### config.mk
export PLATFORM = sky130hd
export DESIGN_NAME = expr_eval_seq
export DESIGN_NICKNAME = d
export VERILOG_FILES = /design/src/rtl/expr_eval_seq.sv
export SDC_FILE = /design/constraint.sdc
export NUM_CORES = 1
export LEC_CHECK = 0
export CORE_MARGIN = 2
export CORE_UTILIZATION = 60
export CTS_CLUSTER_DIAMETER = 60
export DETAILED_ROUTE_END_ITERATION = 16
export DONT_BUFFER_PORTS = 1
export GPL_TIMING_DRIVEN = 0
export PLACE_DENSITY = 0.8
export SLEW_MARGIN = 5
export SYNTH_ARGS = -nofsm -noshare
export SYNTH_HDL_FRONTEND = slang
export SYNTH_SLANG_ARGS = --single-unit
### constraint.sdc
create_clock -name clk -period 6.8 [get_ports clk]
set_clock_uncertainty 0.15 [all_clocks]
set_input_delay 1.02 -clock clk [delete_from_list [all_inputs] [get_ports clk]]
set_output_delay 1.02 -clock clk [all_outputs]
set_load 0.05 [all_outputs]
### src/rtl/expr_eval_seq.sv
// Streaming ASCII expression evaluator: one character per valid cycle, '+', '-'
// and '*' with '*' binding tighter, '=' terminates and reports result/error.
module expr_eval_seq #(
  parameter int WIDTH = 16
) (
  input  logic             clk,
  input  logic             reset,
  input  logic [7:0]       in,
  input  logic             in_valid,
  output logic [WIDTH-1:0] result,
  output logic             done,
  output logic             error,
  output logic             busy
);

  typedef enum logic [1:0] {
    ST_START,
    ST_NUM,
    ST_OP,
    ST_ERR
  } state_t;

  typedef enum logic [2:0] {
    CH_DIGIT,
    CH_MUL,
    CH_ADD,
    CH_SUB,
    CH_EQ,
    CH_BAD
  } char_t;

  localparam logic [WIDTH-1:0] TEN = WIDTH'(10);
  localparam logic [WIDTH-1:0] ONE = WIDTH'(1);

  state_t           state_q, state_d;
  logic [WIDTH-1:0] num_q, num_d;
  logic [WIDTH-1:0] term_q, term_d;
  logic [WIDTH-1:0] sum_q, sum_d;
  logic             sign_q, sign_d;
  logic [WIDTH-1:0] result_q, result_d;
  logic             done_q, done_d;
  logic             error_q, error_d;

  char_t            char_class;
  logic [WIDTH-1:0] digit_val;
  logic [WIDTH-1:0] prod;
  logic [WIDTH-1:0] acc;
  logic             finish_ok;
  logic             finish_err;

  always_comb begin
    char_class = CH_BAD;
    if (in >= 8'h30 && in <= 8'h39) begin
      char_class = CH_DIGIT;
    end else begin
      case (in)
        8'h2A:   char_class = CH_MUL;
        8'h2B:   char_class = CH_ADD;
        8'h2D:   char_class = CH_SUB;
        8'h3D:   char_class = CH_EQ;
        default: char_class = CH_BAD;
      endcase
    end
  end

  // For an ASCII digit the low nibble is already its value.
  assign digit_val = {{(WIDTH-4){1'b0}}, in[3:0]};
  assign prod      = term_q * num_q;
  assign acc       = sign_q ? (sum_q - prod) : (sum_q + prod);

  always_comb begin
    state_d    = state_q;
    num_d      = num_q;
    term_d     = term_q;
    sum_d      = sum_q;
    sign_d     = sign_q;
    result_d   = result_q;
    done_d     = 1'b0;
    error_d    = error_q;
    finish_ok  = 1'b0;
    finish_err = 1'b0;

    if (in_valid) begin
      if (state_q == ST_ERR) begin
        if (char_class == CH_EQ) begin
          finish_err = 1'b1;
        end
      end else begin
        case (char_class)
          CH_DIGIT: begin
            num_d   = num_q * TEN + digit_val;
            state_d = ST_NUM;
          end
          CH_MUL: begin
            if (state_q == ST_NUM) begin
              term_d  = prod;
              num_d   = '0;
              state_d = ST_OP;
            end else begin
              state_d = ST_ERR;
            end
          end
          CH_ADD, CH_SUB: begin
            if (state_q == ST_NUM) begin
              sum_d   = acc;
              term_d  = ONE;
              num_d   = '0;
              sign_d  = (char_class == CH_SUB);
              state_d = ST_OP;
            end else begin
              state_d = ST_ERR;
            end
          end
          CH_EQ: begin
            if (state_q == ST_NUM) begin
              finish_ok = 1'b1;
            end else begin
              finish_err = 1'b1;
            end
          end
          default: state_d = ST_ERR;
        endcase
      end
    end

    // Both completions return the accumulators to their idle values.
    if (finish_ok || finish_err) begin
      result_d = finish_ok ? acc : '0;
      error_d  = finish_err;
      done_d   = 1'b1;
      num_d    = '0;
      term_d   = ONE;
      sum_d    = '0;
      sign_d   = 1'b0;
      state_d  = ST_START;
    end
  end

  always_ff @(posedge clk) begin
    if (!reset) begin
      state_q  <= ST_START;
      num_q    <= '0;
      term_q   <= ONE;
      sum_q    <= '0;
      sign_q   <= 1'b0;
      result_q <= '0;
      done_q   <= 1'b0;
      error_q  <= 1'b0;
    end else begin
      state_q  <= state_d;
      num_q    <= num_d;
      term_q   <= term_d;
      sum_q    <= sum_d;
      sign_q   <= sign_d;
      result_q <= result_d;
      done_q   <= done_d;
      error_q  <= error_d;
    end
  end

  assign result = result_q;
  assign done   = done_q;
  assign error  = error_q;
  assign busy   = (state_q != ST_START);

endmodule

# After elaboration in Yosys (flattened, before gate mapping)
# Index checks and enable logic that the tools add are counted.
# totals
register_bits	69
inputBits	11
output_inout_bits	19
word_cells	65
# op_classes
addsub	3
n_mul	2
magnitude_cmp	2
eq_ne	13
mux	21
bitwise_logic	3
n_reduce_logical	13
# op_table
cell	count
two-way mux 16 bit	5
case mux 16 bit (2 select lines)	2
equality test 8 x 6 -> 1 bit (second input constant)	4
adder 16 bit	1
adder 16 x 4 -> 16 bit	1
multiplier 16 x 16 -> 16 bit	1
multiplier 16 x 3 -> 15 bit (second input constant)	1
subtractor 16 bit	1
case mux 3 bit (4 select lines)	1
two-way mux 1 bit	11
>= comparator 8 x 6 -> 1 bit (second input constant)	1
<= comparator 8 x 6 -> 1 bit (second input constant)	1
AND reduction 4 bit	2
equality test 3 x 2 -> 1 bit (second input constant)	2
case mux 2 bit (3 select lines)	1
nonzero test 2 bit	3
AND reduction 5 bit	1
inequality test 2 bit (second input constant)	2
OR reduction 2 bit	2
equality test 3 x 1 -> 1 bit (second input constant)	1
equality test 3 bit (second input constant)	1
zero test 3 bit	1
two-way mux 3 bit	1
inverter 1 bit	3
7 further kinds	7

# Logic depth before layout (Yosys ltp)
# depth
word_depth	9
mapped_depth	32
ltp_nobuf	31

# Least setup slack after synthesis
# No wires, ideal clock.
# synth_path
path_kind	register -> register
from	reg num_q[1]
to	reg sum_q[15]
setup_ns	0.067
t_arrival_ns	6.789
required_time_ns	6.583
slack_ns	-0.206
stages_incl_launch_ff	29
path_buffers	1
period_less_slack_ns	7.006
cell_sequence	dfxtp_1 clkbuf_1 and2_1 fa_1 fa_1 ha_1 fa_1 inv_1 fa_1 fa_1 inv_1 ha_1 or3_1 or2_1 o21ai_2 xnor2_1 nor4b_4 and2_1 nor2_1 xnor2_1 ha_1 nand3_1 o21ai_0 a211o_1 a21o_1 a21oi_1 xnor2_1 nand2_1 a21oi_2
# synth_via
elab_chain_cells	3
word_cells_on_any_way	4
cone_classes	add/sub (2); mul (1); mux (1)
# synth_rtl
item	line_no	source
start, declared	36	logic [WIDTH-1:0] num_q, num_d;
start signal, assigned	151	num_q <= num_d;
multiplier 16 x 16 -> 16 bit (*)	68	assign prod = term_q * num_q;
adder 16 bit or subtractor 16 bit (tied branches)	69	assign acc = sign_q ? (sum_q - prod) : (sum_q + prod);
two-way mux 16 bit (*)	69	
end signal, assigned	153	sum_q <= sum_d;
end, declared	38	logic [WIDTH-1:0] sum_q, sum_d;
# Mark *: on every way between the ends. The rest lies on a longest branch, timed or not.
# A chain may end at the register's enable or synchronous reset.

# Final worst setup path
# layout_path
from	reg term_q[3]
to	reg sum_q[15]
# layout_via
elab_chain_cells	3
word_cells_on_any_way	4
cone_classes	add/sub (2); mul (1); mux (1)
# layout_rtl
item	line_no	source
start, declared	37	logic [WIDTH-1:0] term_q, term_d;
start signal, assigned	152	term_q <= term_d;
multiplier 16 x 16 -> 16 bit (*)	68	
adder 16 bit or subtractor 16 bit (tied branches)	69	
two-way mux 16 bit (*)	69	
# Marks and branches as above.

==> run metrics <==
reg2reg end sum_q[15]; CTS sink cnt 69; mux cell area share after synthesis 0.00353; hold endpoint sum_q[8]; Adder-Cell Fraction of Synth Area 0.330; CP max-delay cell fa_1; RSZ-0062 raised after global routing true; Cell Count, Final, Fillers Out around 1300; DR pass1 iterations 7; actual slew at the worst max-slew pin between 800 and 900 ps; CTS root buf clkbuf_16; Post-Layout Inst Area 9890 sq um; post-synth top area share 0.196; crit start category flop; worst setup margin -259 ps; worst slack, placed -824 ps; post-placement cell area 8850 sq um; initial antenna violation count 0; vias ~7400; final WL ~23000 microns; status complete, but fails checks; largest family of logic cells by synthesized area adder cells; Synth Area in Simple Gates 0.196; Initial Utilization 0.612; max-cap violation count 0; commonest non-fill, non-tap cell in the layout inv_1; Net count, final 1259; Initial DRC Count 500; Post-Syn Instances 1022; Crit Path Class reg -> reg; post-synthesis compound-gate area fraction 0.129; Critical Path RT 6930 ps; CTS tree yes; worst-skew pair later-pin latency 350 ps; CTS Buf Count 9; drt drc 0; #FFs+latches synth 69; row count 43; Hold Path Stages 2; Hold Fails Final Rpt 0; Synth area leaders fa_1, dfxtp_1, ha_1; largest net degree at the start of global routing 15; Slew Viols, Final 0; Synth Cell Area ~8500 sq um; WHS ~310 ps; syn nets 1207; Max stage delay on crit path 570 ps; gr ovfl total 0; htree depth 3; Vias per Instance 5.90; first-pass GRT wire length 36100 microns; gr usage total 0.304; FMAX 142 MHz; Syn-to-layout area delta 16.4%; number of I/O port buffers 0; Synth area leader fa_1; io pins 30; Pwr Total 965 uW; placed cells 1202; endpoints failing setup 6; power per cell area about 98 nW/um^2; P_leak approximately 4.5 nW; Worst EP arrival 7180 ps; syn_area_per_cell a little over 8 sq um; Routed Antenna Nets 0; Synth Area in XOR/XNOR 0.0957; Worst Path Max Fanout 6; R2R cell count 28; Worst Setup End Kind flop; wire length per cell 18.1 microns; yosys warns 0; post-synthesis cell type count 64; Crit path top cell by count fa_1; vias in the first global route 7574; WP buf/inv 3; HP Start sum_q[8]; failing checks negative setup slack; normalized max-slew margin 0.437; DP HPWL 15600 microns; layout cell share with drive strength beyond 1 0.148; Clock Tree Buf Depth 2; Min-Delay Path Class reg -> reg; die area roughly 15000 sq um; post-synthesis sequential area ratio 0.163; Tcrit/Tclk final 1.04; Final min period 7060 ps; number of synthesized flops with an enable pin 0; core area 13900 sq um; # diodes 0; GP Congestion 0.883; cell family with most CP delay adder cells; DIE WIDTH about 120 microns; predominant post-synthesis flop cell dfxtp_1; Max VDD drop around 160 uV; most frequent cells in the layout inv_1, nand2_1, fa_1; chip height 123 microns; Synth async-reset ratio 0; r2r setup slk -260 ps; RR Startpoint term_q[3]; clock slew at reported path FFs 60 ps
[kinds of logic (layout without fill, tap and decap cells)]
group	after synthesis	count (layout)
AO/OA/AOI/OAI	165	165
XOR/XNOR	88	88
adder cells (fa/ha/maj)	174	174
buffers and inverters	185	242
flip-flops	69	69
multiplexers	3	3
AND/OR/NAND/NOR	338	338
[worst min-delay path, cell delays in order (launching register included)]
cell     delay (ps)
dfxtp_1         310
nand2_1          50
a21oi_1          50
[worst max path at each step]
stage | from | endpoint | cells after the start
2_1_floorplan | num_q[6] | sum_q[15] | 30
3_3_place_gp | term_q[1] | sum_q[15] | 29
3_5_place_dp | term_q[1] | sum_q[15] | 29
4_1_cts | term_q[3] | sum_q[15] | 30
5_1_grt | term_q[3] | sum_q[15] | 28
6_report | term_q[3] | sum_q[15] | 28
[Yosys cell counts, drive strengths merged, types with 3 or more instances]
master,number
a21oi,56
dfxtp,69
or3,3
mux2i,3
or2,3
a22oi,15
o21ai,19
and3,7
buf,8
nor2b,12
nor3,16
nor2,54
inv,143
clkbuf,34
fa,83
a21o,13
nand2,127
nand3,21
o211ai,6
nand2b,4
nand3b,4
ha,91
xor2,29
xnor2,57
a31oi,8
a22o,15
a211oi,6
nand4,4
and2,72
o21bai,5
[flip-flops by register name (all words and copies together) (netlist names)]
name and count:
done 1, error 1, num_q 16, result 16, sign_q 1, state_q 2, sum_q 16, term_q 16
[what timing repair did]
action,4_1_cts,5_1_grt
pin swaps,34,33
buffers inserted,36,12
hold endpoints to repair,0,0
endpoints found under the setup margin,12,8
gates resized for setup,68,35
gates cloned,1,0
hold buffers,0,0
[layout make-up]
type	instances	area (sq um)
multi-input cells	768	6730
inverters	143	537
flip-flops and latches	69	1430
clock buffers	9	225
repair buffers	49	395
plain buffers	34	243
clock inverters	7	105
fillers	1061	3990
well taps	180	225
[stage by stage]
step                 util  TNS [ps]
floorplan               -     -9.01
global placement    0.638     -4940
CTS                 0.699     -40.3
global route        0.712     -2060
detailed placement  0.638     -5380
finish              0.712     -1150
[report_power, final]
group | leakage (nW) | switching [mW] | internal [mW]
logic | 3.73 | 0.0224 | 0.0109
registers | 0.566 | 0.00183 | 0.400
clock network | 0.159 | 0.202 | 0.328
total | 4.46 | 0.226 | 0.739
[metal layers]
| layer | track usage | share of wire |
|---|---|---|
| met5 | 0 | 0 |
| met4 | 0.136 | 0.041 |
| met3 | 0.0604 | 0.083 |
| met2 | 0.502 | 0.46 |
| met1 | 0.386 | 0.41 |
(Power assumes the default switching activity.)
